**config.mk**
```make
export PLATFORM = sky130hd
export DESIGN_NAME = curlimit_cond
export DESIGN_NICKNAME = d
export VERILOG_FILES = /design/src/rtl/curlimit_pkg.sv /design/src/rtl/curlimit_cond_sync2.sv /design/src/rtl/curlimit_cond.sv
export SDC_FILE = /design/constraint.sdc
export NUM_CORES = 1
export LEC_CHECK = 0
export ABC_AREA = 0
export CAP_MARGIN = 0
export CORE_UTILIZATION = 50
export DETAILED_ROUTE_END_ITERATION = 12
export PLACE_DENSITY = 0.73
export SETUP_SLACK_MARGIN = 0.5
export SLEW_MARGIN = 30
export SYNTH_ARGS = -nofsm -noshare
export SYNTH_HDL_FRONTEND = slang
export SYNTH_HIERARCHICAL = 1
export SYNTH_SLANG_ARGS = --single-unit
```
**constraint.sdc**
```tcl
create_clock -name clk -period 2.45 [get_ports clk]
set_input_delay 0.49 -clock clk [delete_from_list [all_inputs] [get_ports clk]]
set_output_delay 0.49 -clock clk [all_outputs]
set_load 0.05 [all_outputs]
```
**src/rtl/curlimit_pkg.sv**
```systemverilog
// rtl/curlimit_pkg.sv - shared types and default constants for the current-limit conditioner
package curlimit_pkg;

  // Conditioner FSM states
  typedef enum logic [2:0] {
    ST_IDLE    = 3'd0,
    ST_BLANK   = 3'd1,
    ST_ARMED   = 3'd2,
    ST_TRIPPED = 3'd3,
    ST_FAULT   = 3'd4
  } cl_state_t;

  // Default parameter values
  localparam int DEF_FILT_LEN    = 3;
  localparam int DEF_FAULT_LIMIT = 8;
  localparam int DEF_TCW         = 4;

  // Filter counter width: enough for FILT_LEN up to 15
  localparam int FCW = 4;

  // Blanking counter width, matches the blanktime input
  localparam int BCW = 8;

endpackage

```
**src/rtl/curlimit_cond_sync2.sv**
```systemverilog
// rtl/curlimit_cond_sync2.sv - generic two-flop synchroniser with synchronous active-low reset
module sync2 #(
  parameter int W = 1
) (
  input  logic         clk,
  input  logic         rst_n,
  input  logic [W-1:0] d,
  output logic [W-1:0] q
);

  logic [W-1:0] meta;

  // Two flop stages; the first may go metastable, the second resolves it
  always_ff @(posedge clk) begin
    if (!rst_n) begin
      meta <= '0;
      q    <= '0;
    end else begin
      meta <= d;
      q    <= meta;
    end
  end

endmodule

```
**src/rtl/curlimit_cond.sv**
```systemverilog
// rtl/curlimit_cond.sv - over-current comparator conditioner feeding the PWM channel currentlimit input
module curlimit_cond
  import curlimit_pkg::*;
#(
  parameter int FILT_LEN    = DEF_FILT_LEN,
  parameter int FAULT_LIMIT = DEF_FAULT_LIMIT,
  parameter int TCW         = DEF_TCW
) (
  input  logic           clk,
  input  logic           rst_n,
  input  logic           enable,
  input  logic           pwmon,
  input  logic           cmp,
  input  logic [BCW-1:0] blanktime,
  input  logic           clearfault,
  output logic           currentlimit,
  output logic           fault,
  output logic [TCW-1:0] tripcnt
);

  localparam logic [FCW-1:0] FILT_LAST = FCW'(FILT_LEN - 1);
  localparam logic [TCW-1:0] FAULT_LIM = TCW'(FAULT_LIMIT);
  localparam logic [TCW-1:0] TRIP_MAX  = {TCW{1'b1}};
  localparam bit             FAULT_EN  = (FAULT_LIMIT != 0);

  cl_state_t      state, state_n;
  logic [BCW-1:0] blank_cnt, blank_n;
  logic [FCW-1:0] filt_cnt, filt_n;
  logic [TCW-1:0] trip_n;
  logic           tripped_this_period, ttp_n;
  logic           cl_n, fault_n;
  logic           pwmon_d;
  logic           cmp_s;
  logic           rise, fall;

  sync2 #(.W(1)) u_cmp_sync (
    .clk   (clk),
    .rst_n (rst_n),
    .d     (cmp),
    .q     (cmp_s)
  );

  assign rise = pwmon & ~pwmon_d;
  assign fall = ~pwmon & pwmon_d;

  // State, counters and registered outputs
  always_ff @(posedge clk) begin
    if (!rst_n) begin
      state               <= ST_IDLE;
      blank_cnt           <= '0;
      filt_cnt            <= '0;
      tripcnt             <= '0;
      tripped_this_period <= 1'b0;
      currentlimit        <= 1'b0;
      fault               <= 1'b0;
      pwmon_d             <= 1'b0;
    end else begin
      state               <= state_n;
      blank_cnt           <= blank_n;
      filt_cnt            <= filt_n;
      tripcnt             <= trip_n;
      tripped_this_period <= ttp_n;
      currentlimit        <= cl_n;
      fault               <= fault_n;
      pwmon_d             <= pwmon;
    end
  end

  // Next-state and next-output logic, evaluated in edge priority order
  always_comb begin
    state_n = state;
    blank_n = blank_cnt;
    filt_n  = filt_cnt;
    trip_n  = tripcnt;
    ttp_n   = tripped_this_period;
    cl_n    = currentlimit;
    fault_n = fault;

    if (state == ST_FAULT && clearfault) begin
      state_n = ST_IDLE;
      filt_n  = '0;
      trip_n  = '0;
      ttp_n   = 1'b0;
      cl_n    = 1'b0;
      fault_n = 1'b0;
    end else if (!enable) begin
      // Disable clears the counters but a latched fault survives it
      filt_n = '0;
      trip_n = '0;
      ttp_n  = 1'b0;
      if (state != ST_FAULT) begin
        state_n = ST_IDLE;
        cl_n    = 1'b0;
      end
    end else if (state == ST_FAULT) begin
      // Latched: only clearfault or reset leaves, the trip count is frozen
      cl_n    = 1'b1;
      fault_n = 1'b1;
    end else if (FAULT_EN && tripcnt == FAULT_LIM) begin
      state_n = ST_FAULT;
      cl_n    = 1'b1;
      fault_n = 1'b1;
    end else begin
      // A period that finished without tripping breaks the consecutive run
      if (rise) begin
        ttp_n = 1'b0;
        if (!tripped_this_period) begin
          trip_n = '0;
        end
      end

      unique case (state)
        ST_IDLE: begin
          if (rise) begin
            filt_n = '0;
            if (blanktime == '0) begin
              state_n = ST_ARMED;
            end else begin
              blank_n = blanktime;
              state_n = ST_BLANK;
            end
          end
        end

        ST_BLANK: begin
          if (fall) begin
            state_n = ST_IDLE;
            filt_n  = '0;
          end else begin
            blank_n = blank_cnt - BCW'(1);
            if (blank_cnt <= BCW'(1)) begin
              state_n = ST_ARMED;
            end
          end
        end

        ST_ARMED: begin
          if (fall) begin
            state_n = ST_IDLE;
            filt_n  = '0;
          end else if (cmp_s) begin
            if (filt_cnt == FILT_LAST) begin
              state_n = ST_TRIPPED;
              filt_n  = '0;
              cl_n    = 1'b1;
              ttp_n   = 1'b1;
              if (tripcnt != TRIP_MAX) begin
                trip_n = tripcnt + TCW'(1);
              end
            end else begin
              filt_n = filt_cnt + FCW'(1);
            end
          end else begin
            filt_n = '0;
          end
        end

        ST_TRIPPED: begin
          // Release one edge after fall so the channel sees it low at period start
          if (fall) begin
            state_n = ST_IDLE;
            cl_n    = 1'b0;
          end
        end

        default: begin
          state_n = ST_IDLE;
          cl_n    = 1'b0;
        end
      endcase
    end
  end

endmodule

```
==> impl_metrics.py, run 1 <==
metrics = {
    "status": {
        "status": "finished with violations",
        "violated_checks": "DRC",
    },
    "clocking": {
        "clkSinkCount": 25,
        "clock_tree.buffer_depth": 2,
        "cts_inserted_buffers": 3,
        "cts.reportedPaths.clkPinSlew_ns": 0.15,
        "clk_latency_ns": 0.33,
        "cts_root_buffer": "clkbuf_4",
        "cts_max_level": 1,
        "tritoncts": "yes",
    },
    "layout": {
        "design_area_um2": 1950,
        "sequential_standard_cell_area_um2": 515,
        "fraction_of_layout_instances_using_a_drive_strength_above_1": 0.180,
        "area_delta_synth_final_pct": 27.0,
        "layout.filler_cells": 240,
        "number_of_antenna_repair_diodes": 0,
        "nets": 249,
        "multi_input_logic_area_um2": 1010,
    },
    "pwr": {
        "cellPowerDensity_nw_per_um2": 395,
        "static-leakage-power_nw": 0.779,
        "vdd_drop_max_mv": 0.256,
    },
    "critical_path": {
        "worst_setup_path_startpoint": "blanktime[3]",
        "worst_setup_path_start_kind": "primary input",
        "worstSetupEndpointType": "flip-flop",
        "crit_fanout": 7,
        "cp_top_family": "compound AO/OA/AOI/OAI gates",
        "cp.arrival_ns": 2.14,
        "critical_path.cell_chain": "clkdlybuf4s50_1 -> or4_4 -> nor2_4 -> a2111o_1 -> a211o_1 -> and3_1",
        "max_stage_delay_ns": 0.51,
        "cp.buffers_inverters": 1,
        "reg2reg_from": "tripcnt[0]$_SDFFE_PP0P_",
        "critical_path.slowest_cell": "clkdlybuf4s50_1",
        "crit_required_ns": 2.69,
        "worst-setup-path-type": "in2reg",
    },
    "detailed_routing": {
        "via_per_inst": 6.20,
        "route.antenna.remaining_nets": 0,
        "dr.pass1.iters": 8,
        "routed-via-count": 1605,
        "wl_per_cell_um": 14.9,
        "drt_drc_violations_left": 1,
        "detail_route.iter0.violations": 54,
        "routed_wl_um": 3860,
    },
    "floorplan": {
        "floorplan.die.height_um": 57.5,
        "dieArea_um2": 3300,
        "core_region_area_um2": 2830,
        "top_level_ports": 20,
        "placementRows": 19,
        "floorplan.initialDensity": 0.544,
        "die_width_um": 57.5,
    },
    "placed_design": {
        "final_hpwl_dp_um": 2830,
        "place.port_buffers": 19,
        "place_congestion": 0.884,
        "placed_area_um2": 1790,
    },
    "synth": {
        "synth_top_area_cell": "dfxtp_1",
        "synthDistinctLibCells": 49,
        "asyncSetResetFlopFracSynth": 0,
        "synth.ff_latch_count": 25,
        "synthesis.area_um2": 1540,
        "syn-instance-count": 197,
        "synth.yosys.seq_area_share": 0.325,
        "syn-num-nets": 217,
        "post-synth-top-area-fraction": 0.325,
        "top_cells_by_count_synth": "dfxtp_1, a21oi_1, nor2_1",
        "postSynthAreaPerCell_um2": 7.81,
        "post-synth-top-count-cell": "dfxtp_1",
        "synthFlopType": "dfxtp_1",
        "leading_cell_types_by_total_area_after_synthesis": "dfxtp_1, a21oi_1, nor2_1",
        "synth_edf_count": 0,
        "yosysWarningCount": 6,
    },
    "hold_path": {
        "worstHoldStart": "u_cmp_sync/meta$_SDFF_PN0_",
        "worst_hold_path_type": "reg2reg",
    },
    "timing": {
        "worst_clock_skew_ns": 0.0111,
        "finalSetupViolations": 0,
        "period_share": 0.774,
        "tightestPinTransition_ns": 0.551,
        "pins_over_slew_limit": 0,
        "setup-tns-final_ns": 0,
        "rsz0062_at_grt": "true",
        "maxClockFrequency_ghz": 0.528,
        "finalHoldViolCount": 0,
        "slew_headroom": 0.632,
        "post-route-min-period_ns": 1.90,
    },
    "global_route": {
        "antenna_found_initial": 0,
        "grt-ovfl-total": 0,
        "grt_pass1_vias": 1503,
        "grt_util_all_layers": 0.247,
        "grt_max_degree": 19,
        "grt_first_pass_wirelength_um": 6450,
    },
    "flow_run": {
        "max_capacitance_violation_count": 0,
    },
}
cells by family (layout without fill, tap and decap cells):
group / count (synthesis) / in the layout / share of synthesized area
adders and majority gates: 6 / 6 / 0.0488
muxes: 1 / 1 / 0.00650
xor gates and xnor gates: 1 / 1 / 0.00569
buffers and inverters: 19 / 50 / 0.0553
and+or+nand+nor: 81 / 81 / 0.289
AOI/OAI and AO/OA: 64 / 64 / 0.270
DFF: 25 / 25 / 0.325
path summary, 6_finish.rpt:
| path | endpoint | slack (ns) | depth (start not counted) |
|---|---|---|---|
| setup / recovery | blank_cnt[0]$_SDFFE_PN0P_ | 0.55 | 6 |
| setup reg to reg | blank_cnt[0]$_SDFFE_PN0P_ | 0.57 | 7 |
| hold / removal | u_cmp_sync/q$_SDFF_PN0_ | 0.45 | 1 |
| hold reg to reg | u_cmp_sync/q$_SDFF_PN0_ | 0.45 | 1 |
layout by cell type (no fill, tap or decap), types with 6 or more instances in the layout:
cell / count
dlygate4sd2_1: 9
nand3_1: 7
o21ai_0: 11
nor2_1: 20
nand2_1: 11
a21oi_1: 22
buf_4: 14
nor3_1: 6
inv_1: 9
dfxtp_1: 19
sequential cells by signal, summed over array words and instances, names as in the netlist:
register / flops
blank_cnt: 8
filt_cnt: 4
tripcnt: 4
state: 3
currentlimit: 1
fault: 1
pwmon_d: 1
tripped_this_period: 1
u_cmp_sync/meta: 1
u_cmp_sync/q: 1
power breakdown:
part	total [mW]	internal, mW	leakage, nW	switching [mW]
Clock	0.197	0.0625	0.0139	0.135
Combinational	0.146	0.0678	0.558	0.0784
Sequential	0.429	0.415	0.207	0.0137
Total	0.773	0.546	0.779	0.227
stage by stage:
step / utilization / worst slack [ns] / std cells / hold slack, ns / power [mW]
after CTS: 0.659 / 0.509 / 255 / 0.461 / 0.774
after floorplan: - / 0.518 / 197 / 0.406 / 0.524
after global routing: 0.691 / 0.448 / 259 / 0.484 / 0.809
after detailed placement: 0.634 / 0.0495 / 247 / 0.421 / 0.578
after global placement: 0.634 / 0.0777 / 247 / 0.417 / 0.576
final: 0.691 / 0.555 / 259 / 0.454 / 0.773
layout make-up:
type	instances	area share
clock buffers	3	0.0115
clock inverters	1	0.00384
inverters	11	0.0224
multi-input cells	153	0.515
flip-flops and latches	25	0.264
well taps	31	0.0198
repair buffers	35	0.163
per-layer routing:
metal | vias up | global-route usage | wire length, um
li1 | 788 | - | -
met1 | 763 | 0.312 | 1680
met2 | 48 | 0.429 | 1960
met3 | 6 | 0.0272 | 178
met4 | 0 | 0.0976 | 35
met5 | - | 0 | 0
worst register-to-register path, delay by kind of cell, from the launching register on:
| family | cells | cell delay, ns |
|---|---|---|
| and+or+nand+nor | 3 | 0.43 |
| buffers and inverters | 1 | 0.04 |
| adders and majority gates | 1 | 0.14 |
| AOI/OAI and AO/OA | 2 | 0.78 |
| DFF | 1 | 0.39 |
timing repair:
action	4_1_cts	5_1_grt
setup endpoints to repair	20	16
hold buffers	0	0
buffers inserted	4	4
gates resized for setup	17	17
pin swaps	4	7
Note: power is estimated with default switching activity, not from simulation.
==> run 2, diff against run 1 <==
--- a/config.mk
+++ b/config.mk
@@ -7,9 +7,9 @@
 export LEC_CHECK = 0
 export ABC_AREA = 0
 export CAP_MARGIN = 0
-export CORE_UTILIZATION = 50
+export CORE_UTILIZATION = 49
 export DETAILED_ROUTE_END_ITERATION = 12
-export PLACE_DENSITY = 0.73
+export PLACE_DENSITY = 0.75
 export SETUP_SLACK_MARGIN = 0.5
 export SLEW_MARGIN = 30
 export SYNTH_ARGS = -nofsm -noshare
==> constraint.sdc (replaced) <==
create_clock -name clk -period 1.6 [get_ports clk]
set_input_delay 0.32 -clock clk [delete_from_list [all_inputs] [get_ports clk]]
set_output_delay 0.32 -clock clk [all_outputs]
set_load 0.05 [all_outputs]
==> run 2 against run 1 <==
Synthesized cell count unchanged; area after synthesis unchanged; the run now fails in global routing.
==> impl_metrics.py, run 2 <==
metrics = {
    "timing": {
        "worst_ep_kind": "register input",
        "postGrtWorstEndpoint": "blank_cnt[6]$_SDFFE_PN0P_/D",
    },
    "synth": {
        "synthFlopType": "dfxtp_1",
        "synth_top_area_cell": "dfxtp_1",
        "synthesis.area_um2": 1540,
        "synthDistinctLibCells": 49,
        "synth_edf_count": 0,
        "top_cells_by_count_synth": "dfxtp_1, a21oi_1, nor2_1",
        "post-synth-top-count-cell": "dfxtp_1",
        "syn-instance-count": 197,
        "post-synth-top-area-fraction": 0.325,
        "synth.yosys.seq_area_share": 0.325,
        "leading_cell_types_by_total_area_after_synthesis": "dfxtp_1, a21oi_1, nor2_1",
        "synth.ff_latch_count": 25,
        "asyncSetResetFlopFracSynth": 0,
        "postSynthAreaPerCell_um2": 7.81,
        "yosysWarningCount": 6,
        "syn-num-nets": 217,
    },
    "clocking": {
        "cts_root_buffer": "clkbuf_4",
        "clkSinkCount": 25,
        "cts_inserted_buffers": 3,
        "hold_buffer_count_at_cts": 0,
        "cts_max_level": 1,
        "clock_tree.buffer_depth": 2,
    },
    "floorplan": {
        "placementRows": 19,
        "top_level_ports": 20,
        "floorplan.initialDensity": 0.535,
        "floorplan.die.height_um": 58.0,
        "die_width_um": 58.0,
    },
    "global_route": {
        "grt-ovfl-total": 69,
        "grt_max_degree": 14,
        "grt_util_all_layers": 0.742,
    },
    "status": {
        "halt_point_of_the_flow": "global routing",
        "status": "did not finish",
        "error": "[ERROR GRT-0232] Routing congestion too high. Check the congestion heatmap in the GUI.",
    },
    "placed_design": {
        "place_congestion": 0.947,
        "place.port_buffers": 19,
        "final_hpwl_dp_um": 3290,
        "post-place-ws_ns": -0.694,
    },
}
==> run 2: cell counts after synthesis <==
Identical to the previous run, type by type.
==> run 2: timing repair <==
item | CTS
cloned | 1
pin swaps | 23
gates resized for setup | 72
buffers inserted | 17
endpoints found under the setup margin | 28
==> run 2: per-stage QoR <==
stage          hold WS (ns)  setup TNS (ns)   util  instances  instance area, um^2
4_1_cts               0.389           -2.72  0.893        316                 2570
3_3_place_gp          0.415           -9.81  0.733        294                 2110
2_1_floorplan         0.406           -2.11      -        197                 1580
3_5_place_dp          0.431          -11.04  0.733        294                 2110
==> run 2: cells by family after synthesis <==
family | synth area share
simple gates | 0.289
buf+inv | 0.0553
xor+xnor | 0.00569
flops | 0.325
compound gates | 0.270
mux | 0.00650
fa+ha+maj | 0.0488
==> run 2: routing by layer <==
layer / GRT usage / GRT overflow
met1: 0.726 / 1
met2: 0.974 / 42
met3: 0.469 / 1
met4: 0.878 / 25
met5: 0 / 0
==> run 3, diff against run 2 <==
--- a/config.mk
+++ b/config.mk
@@ -7,10 +7,9 @@
 export LEC_CHECK = 0
 export ABC_AREA = 0
 export CAP_MARGIN = 0
-export CORE_UTILIZATION = 49
+export CORE_UTILIZATION = 35
 export DETAILED_ROUTE_END_ITERATION = 12
-export PLACE_DENSITY = 0.75
-export SETUP_SLACK_MARGIN = 0.5
+export PLACE_DENSITY_LB_ADDON = 0.15
 export SLEW_MARGIN = 30
 export SYNTH_ARGS = -nofsm -noshare
 export SYNTH_HDL_FRONTEND = slang
==> constraint.sdc (replaced) <==
create_clock -name clk -period 2.08 [get_ports clk]
set_input_delay 0.416 -clock clk [delete_from_list [all_inputs] [get_ports clk]]
set_output_delay 0.416 -clock clk [all_outputs]
set_load 0.05 [all_outputs]
==> run 3 against run 2 <==
The run now ends clean.
==> impl_metrics.py, run 3 (synthesis gave the netlist of run 1 again) <==
metrics = {
    "global_route": {
        "grt-ovfl-total": 0,
        "grt_max_degree": 19,
        "grt_first_pass_wirelength_um": 6540,
        "grt_util_all_layers": 0.189,
        "antenna_found_initial": 0,
        "grt_pass1_vias": 1389,
    },
    "critical_path": {
        "critical_path.slowest_cell": "clkdlybuf4s50_1",
        "cp.arrival_ns": 1.58,
        "critical_path.cell_chain": "clkdlybuf4s50_1",
        "worst_setup_path_start_kind": "flip-flop",
        "crit_fanout": 8,
        "worst-setup-path-type": "reg2out",
        "max_stage_delay_ns": 0.86,
        "cp_top_family": "buffers and inverters",
        "crit_required_ns": 1.66,
        "cp.buffers_inverters": 1,
        "worstSetupEndpointType": "output port",
    },
    "timing": {
        "slew_headroom": 0.633,
        "setup-tns-final_ns": 0,
        "tightestPinTransition_ns": 0.551,
        "post-route-min-period_ns": 1.99,
        "finalSetupViolations": 0,
        "rsz0062_at_grt": "false",
        "worst_clock_skew_ns": 0.00187,
        "pins_over_slew_limit": 0,
        "maxClockFrequency_ghz": 0.501,
        "period_share": 0.959,
        "finalHoldViolCount": 0,
    },
    "clocking": {
        "cts_inserted_buffers": 3,
        "cts.reportedPaths.clkPinSlew_ns": 0.09,
        "cts_root_buffer": "clkbuf_8",
        "cts_max_level": 1,
        "tritoncts": "yes",
        "clkSinkCount": 25,
        "clock_tree.buffer_depth": 2,
        "clk_latency_ns": 0.27,
    },
    "placed_design": {
        "place.detailed.instances": 286,
        "place.port_buffers": 19,
        "place_congestion": 0.858,
        "final_hpwl_dp_um": 3000,
    },
    "pwr": {
        "static-leakage-power_nw": 0.787,
        "cellPowerDensity_nw_per_um2": 485,
        "vdd_drop_max_mv": 0.401,
    },
    "layout": {
        "registers.top_by_ff_count": "blank_cnt",
        "area_delta_synth_final_pct": 33.3,
        "layoutNonFillerInstCount": 293,
        "reg_top3": "blank_cnt x8, filt_cnt x4, tripcnt x4",
        "most_common_cell_after_layout_fill_and_taps_aside": "buf_4",
        "mostFrequentLayoutCells": "buf_4, dfxtp_1, a21oi_1",
        "largest_reg_flops": 8,
        "number_of_antenna_repair_diodes": 0,
        "layout.filler_cells": 396,
        "sequential_standard_cell_area_um2": 505,
        "multi_input_logic_area_um2": 963,
        "nets": 264,
        "fraction_of_layout_instances_using_a_drive_strength_above_1": 0.181,
    },
    "detailed_routing": {
        "wl_per_cell_um": 13.4,
        "drt_drc_violations_left": 0,
        "route.antenna.remaining_nets": 0,
        "detail_route.iter0.violations": 150,
        "routed_wl_um": 3940,
        "via_per_inst": 5.46,
        "routed-via-count": 1601,
        "dr.pass1.iters": 4,
    },
    "floorplan": {
        "die_width_um": 68.3,
        "dieArea_um2": 4670,
        "floorplan.initialDensity": 0.374,
        "floorplan.die.height_um": 68.3,
        "placementRows": 23,
        "top_level_ports": 20,
        "core_region_area_um2": 4120,
    },
    "status": {
        "status": "finished clean",
    },
    "hold_path": {
        "worst_hold_path_type": "in2reg",
    },
    "flow_run": {
        "max_capacitance_violation_count": 0,
    },
}
run 3: final cells by class:
class	instances	share of cell area
multi-input combinational	153	0.470
sequential	25	0.246
inverter	11	0.0201
timing repair buffer	50	0.211
clock buffer	4	0.0220
tap	50	0.0305
run 3: worst paths after layout:
check | end | from | depth (start not counted) | slack (ns)
worst min-delay path | pwmon_d$_SDFF_PN0_ | pwmon | 2 | 0.43
worst max register to register | blank_cnt[0]$_SDFFE_PN0P_ | tripcnt[0]$_SDFFE_PP0P_ | 7 | 0.14
worst min register to register | u_cmp_sync/q$_SDFF_PN0_ | u_cmp_sync/meta$_SDFF_PN0_ | 1 | 0.43
worst max-delay path | tripcnt[3] | tripcnt[3]$_SDFFE_PP0P_ | 1 | 0.09
run 3: routing by layer:
layer	global-route usage	part of all wire
met1	0.270	0.49
met2	0.278	0.44
met3	0.0417	0.052
met4	0.0547	0.010
met5	0	0
run 3: what timing repair did:
| item | CTS | global route |
|---|---|---|
| endpoints found under the hold margin | 0 | 0 |
| setup endpoints to repair | 0 | 8 |
| setup buffers | 0 | 3 |
| hold buffers | 0 | 0 |
| gates resized for setup | 0 | 6 |
run 3: power by group:
part / switching, mW / internal [mW] / total, mW
registers: 0.0129 / 0.491 / 0.504
clock network: 0.159 / 0.137 / 0.296
logic: 0.0965 / 0.0977 / 0.194
total: 0.268 / 0.726 / 0.994
run 3: metrics by stage:
stage	cell area, um^2	setup slack (ns)	hold WS [ns]	utilization	power (mW)
finish	2050	0.0859	0.429	0.498	0.994
global route	2050	0.00240	0.420	0.498	1.06
CTS	2010	0.0515	0.433	0.488	1.01
detailed placement	1960	-0.226	0.410	0.477	0.703
global placement	1960	-0.166	0.414	0.477	0.699
floorplan	1540	0.00154	0.406	-	0.617
==> run 4, diff against run 3 <==
==> constraint.sdc (replaced) <==
create_clock -name clk -period 2.2 [get_ports clk]
set_input_delay 0.44 -clock clk [delete_from_list [all_inputs] [get_ports clk]]
set_output_delay 0.44 -clock clk [all_outputs]
set_load 0.05 [all_outputs]
==> run 4 against run 3 <==
Die area unchanged; critical path type is now in2reg; hold slack improved by 0.0065 ns; largest cell class unchanged; via count decreased by 1.9%; clock power increased by 2%.
==> impl_metrics.py, run 4 (synthesis gave the netlist of run 1 again) <==
metrics = {
    "clocking": {
        "clkSinkCount": 25,
        "clk_latency_ns": 0.28,
        "cts_root_buffer": "clkbuf_8",
        "cts_inserted_buffers": 3,
        "hold_buffer_count_at_cts": 0,
        "cts_max_level": 1,
        "tritoncts": "yes",
        "clock_tree.buffer_depth": 2,
        "cts.reportedPaths.clkPinSlew_ns": 0.11,
    },
    "layout": {
        "design_area_um2": 1960,
        "most_common_cell_after_layout_fill_and_taps_aside": "dfxtp_1",
        "layout.filler_cells": 411,
        "reg_top3": "blank_cnt x8, filt_cnt x4, tripcnt x4",
        "largest_reg_flops": 8,
        "layoutNonFillerInstCount": 283,
        "area_delta_synth_final_pct": 27.6,
        "fraction_of_layout_instances_using_a_drive_strength_above_1": 0.142,
        "number_of_antenna_repair_diodes": 0,
        "postLayoutCoreUtil": 0.477,
        "nets": 254,
        "mostFrequentLayoutCells": "dfxtp_1, a21oi_1, nor2_1, buf_4, clkdlybuf4s50_1",
        "registers.top_by_ff_count": "blank_cnt",
    },
    "floorplan": {
        "floorplan.die.height_um": 68.3,
        "placementRows": 23,
        "floorplan.initialDensity": 0.374,
        "dieArea_um2": 4670,
        "top_level_ports": 20,
        "die_width_um": 68.3,
        "core_region_area_um2": 4120,
    },
    "global_route": {
        "grt_pass1_vias": 1436,
        "antenna_found_initial": 0,
        "use_met2": 0.297,
        "grt.met3_usage": 0.0250,
        "top_usage_layer": "met2",
        "grt_util_all_layers": 0.182,
        "grtUsageMet1": 0.248,
        "grt-ovfl-total": 0,
        "grt_max_degree": 19,
        "grt_first_pass_wirelength_um": 6480,
    },
    "critical_path": {
        "cp.arrival_ns": 2.22,
        "worst_setup_path_start_kind": "primary input",
        "reg2reg_from": "tripcnt[0]$_SDFFE_PP0P_",
        "reg_to_reg_slack_setup_ns": 0.21,
        "worstReg2RegEnd": "blank_cnt[0]$_SDFFE_PN0P_",
        "crit_fanout": 6,
        "crit_end": "filt_cnt[2]$_SDFFE_PP0P_",
        "worst_r2r_path_depth": 7,
        "worst-setup-path-type": "in2reg",
        "worstSetupEndpointType": "flip-flop",
        "worst_setup_path_startpoint": "pwmon",
        "crit_required_ns": 2.38,
    },
    "pwr": {
        "cellPowerDensity_nw_per_um2": 486,
        "p_total_mw": 0.955,
        "power_switching_share": 0.284,
        "static-leakage-power_nw": 0.728,
        "share_of_power_burned_in_combinational_logic": 0.183,
        "vdd_drop_max_mv": 0.229,
        "cellInternalPower_mw": 0.684,
        "total_switching_power_mw": 0.271,
        "pwr-share-seq": 0.502,
        "share_clk_of_total_power": 0.316,
    },
    "timing": {
        "maxClockFrequency_ghz": 0.490,
        "setup-tns-final_ns": 0,
        "hold-worst-slack_ns": 0.435,
        "finalSetupViolations": 0,
        "pins_over_slew_limit": 0,
        "finalWorstSetupSlack_ns": 0.160,
        "post-route-min-period_ns": 2.04,
        "tightestPinTransition_ns": 0.610,
        "worst_clock_skew_ns": 0.00999,
        "rsz0062_at_grt": "false",
        "period_share": 0.927,
        "finalHoldViolCount": 0,
        "slew_headroom": 0.589,
    },
    "placed_design": {
        "place_congestion": 0.860,
        "final_hpwl_dp_um": 2840,
        "place.port_buffers": 19,
        "placed_area_um2": 1910,
        "post-place-ws_ns": -0.136,
        "place.detailed.instances": 279,
    },
    "detailed_routing": {
        "via_per_inst": 5.55,
        "routed-via-count": 1571,
        "wl_per_cell_um": 13.4,
        "route.antenna.remaining_nets": 0,
        "routed_wl_um": 3800,
        "detail_route.iter0.violations": 119,
        "dr.pass1.iters": 4,
        "drt_drc_violations_left": 0,
    },
    "hold_path": {
        "worst_hold_path_type": "reg2reg",
    },
    "status": {
        "status": "finished clean",
    },
    "flow_run": {
        "max_capacitance_violation_count": 0,
    },
}
## run 4: cell types whose count changed in the layout (fill, tap and decap cells not counted), moves of 2 or more
| cell | previous run | this run |
|---|---|---|
| buf_4 | 29 | 21 |
| buf_6 | 2 | 0 |
| or4_1 | 0 | 2 |
| or4_4 | 2 | 0 |
## run 4: how the worst min path moves through the flow
stage,to,cells past startpoint,startpoint
detailed placement,u_cmp_sync/q$_SDFF_PN0_,1,u_cmp_sync/meta$_SDFF_PN0_
global route,u_cmp_sync/q$_SDFF_PN0_,1,u_cmp_sync/meta$_SDFF_PN0_
global placement,u_cmp_sync/q$_SDFF_PN0_,1,u_cmp_sync/meta$_SDFF_PN0_
CTS,u_cmp_sync/q$_SDFF_PN0_,1,u_cmp_sync/meta$_SDFF_PN0_
floorplan,u_cmp_sync/q$_SDFF_PN0_,1,u_cmp_sync/meta$_SDFF_PN0_
finish,u_cmp_sync/q$_SDFF_PN0_,1,u_cmp_sync/meta$_SDFF_PN0_
## run 4: power by group through the flow
stage	logic [mW]	registers (mW)	clock network [mW]
after CTS	0.171	0.479	0.309
after floorplan	0.101	0.484	0
after global placement	0.168	0.489	0
after global routing	0.192	0.482	0.328
final	0.174	0.479	0.302
after detailed placement	0.170	0.490	0
## run 4: what timing repair did
| action | in CTS | in global routing |
|---|---|---|
| endpoints found under the hold margin | 0 | 0 |
| gates resized for setup | 0 | 1 |
| setup buffers | 0 | 0 |
| setup endpoints to repair | 0 | 1 |
## run 4: area by class of cell
cell class              instances  area (um^2)  area share
clock buffers                   3         41.3      0.0210
flip-flops and latches         25          503       0.256
well taps                      50         62.6      0.0318
clock inverters                 1         8.76     0.00446
multi-input cells             153          960       0.489
repair buffers                 40          348       0.177
inverters                      11         41.3      0.0210
## run 4: metal layers
| metal | vias to the layer above | wire, um |
|---|---|---|
| met5 | - | 0 |
| met4 | 0 | 30 |
| met2 | 28 | 1760 |
| met1 | 745 | 1870 |
| met3 | 4 | 140 |
| li1 | 794 | - |
## run 4: worst max-delay path, cell delays in order
cell,delay [ns]
clkdlybuf4s50_1,0.50
nor2b_1,0.09
buf_4,0.14
and3_2,0.20
o21ai_0,0.49
nor2_1,0.14
a32o_1,0.23
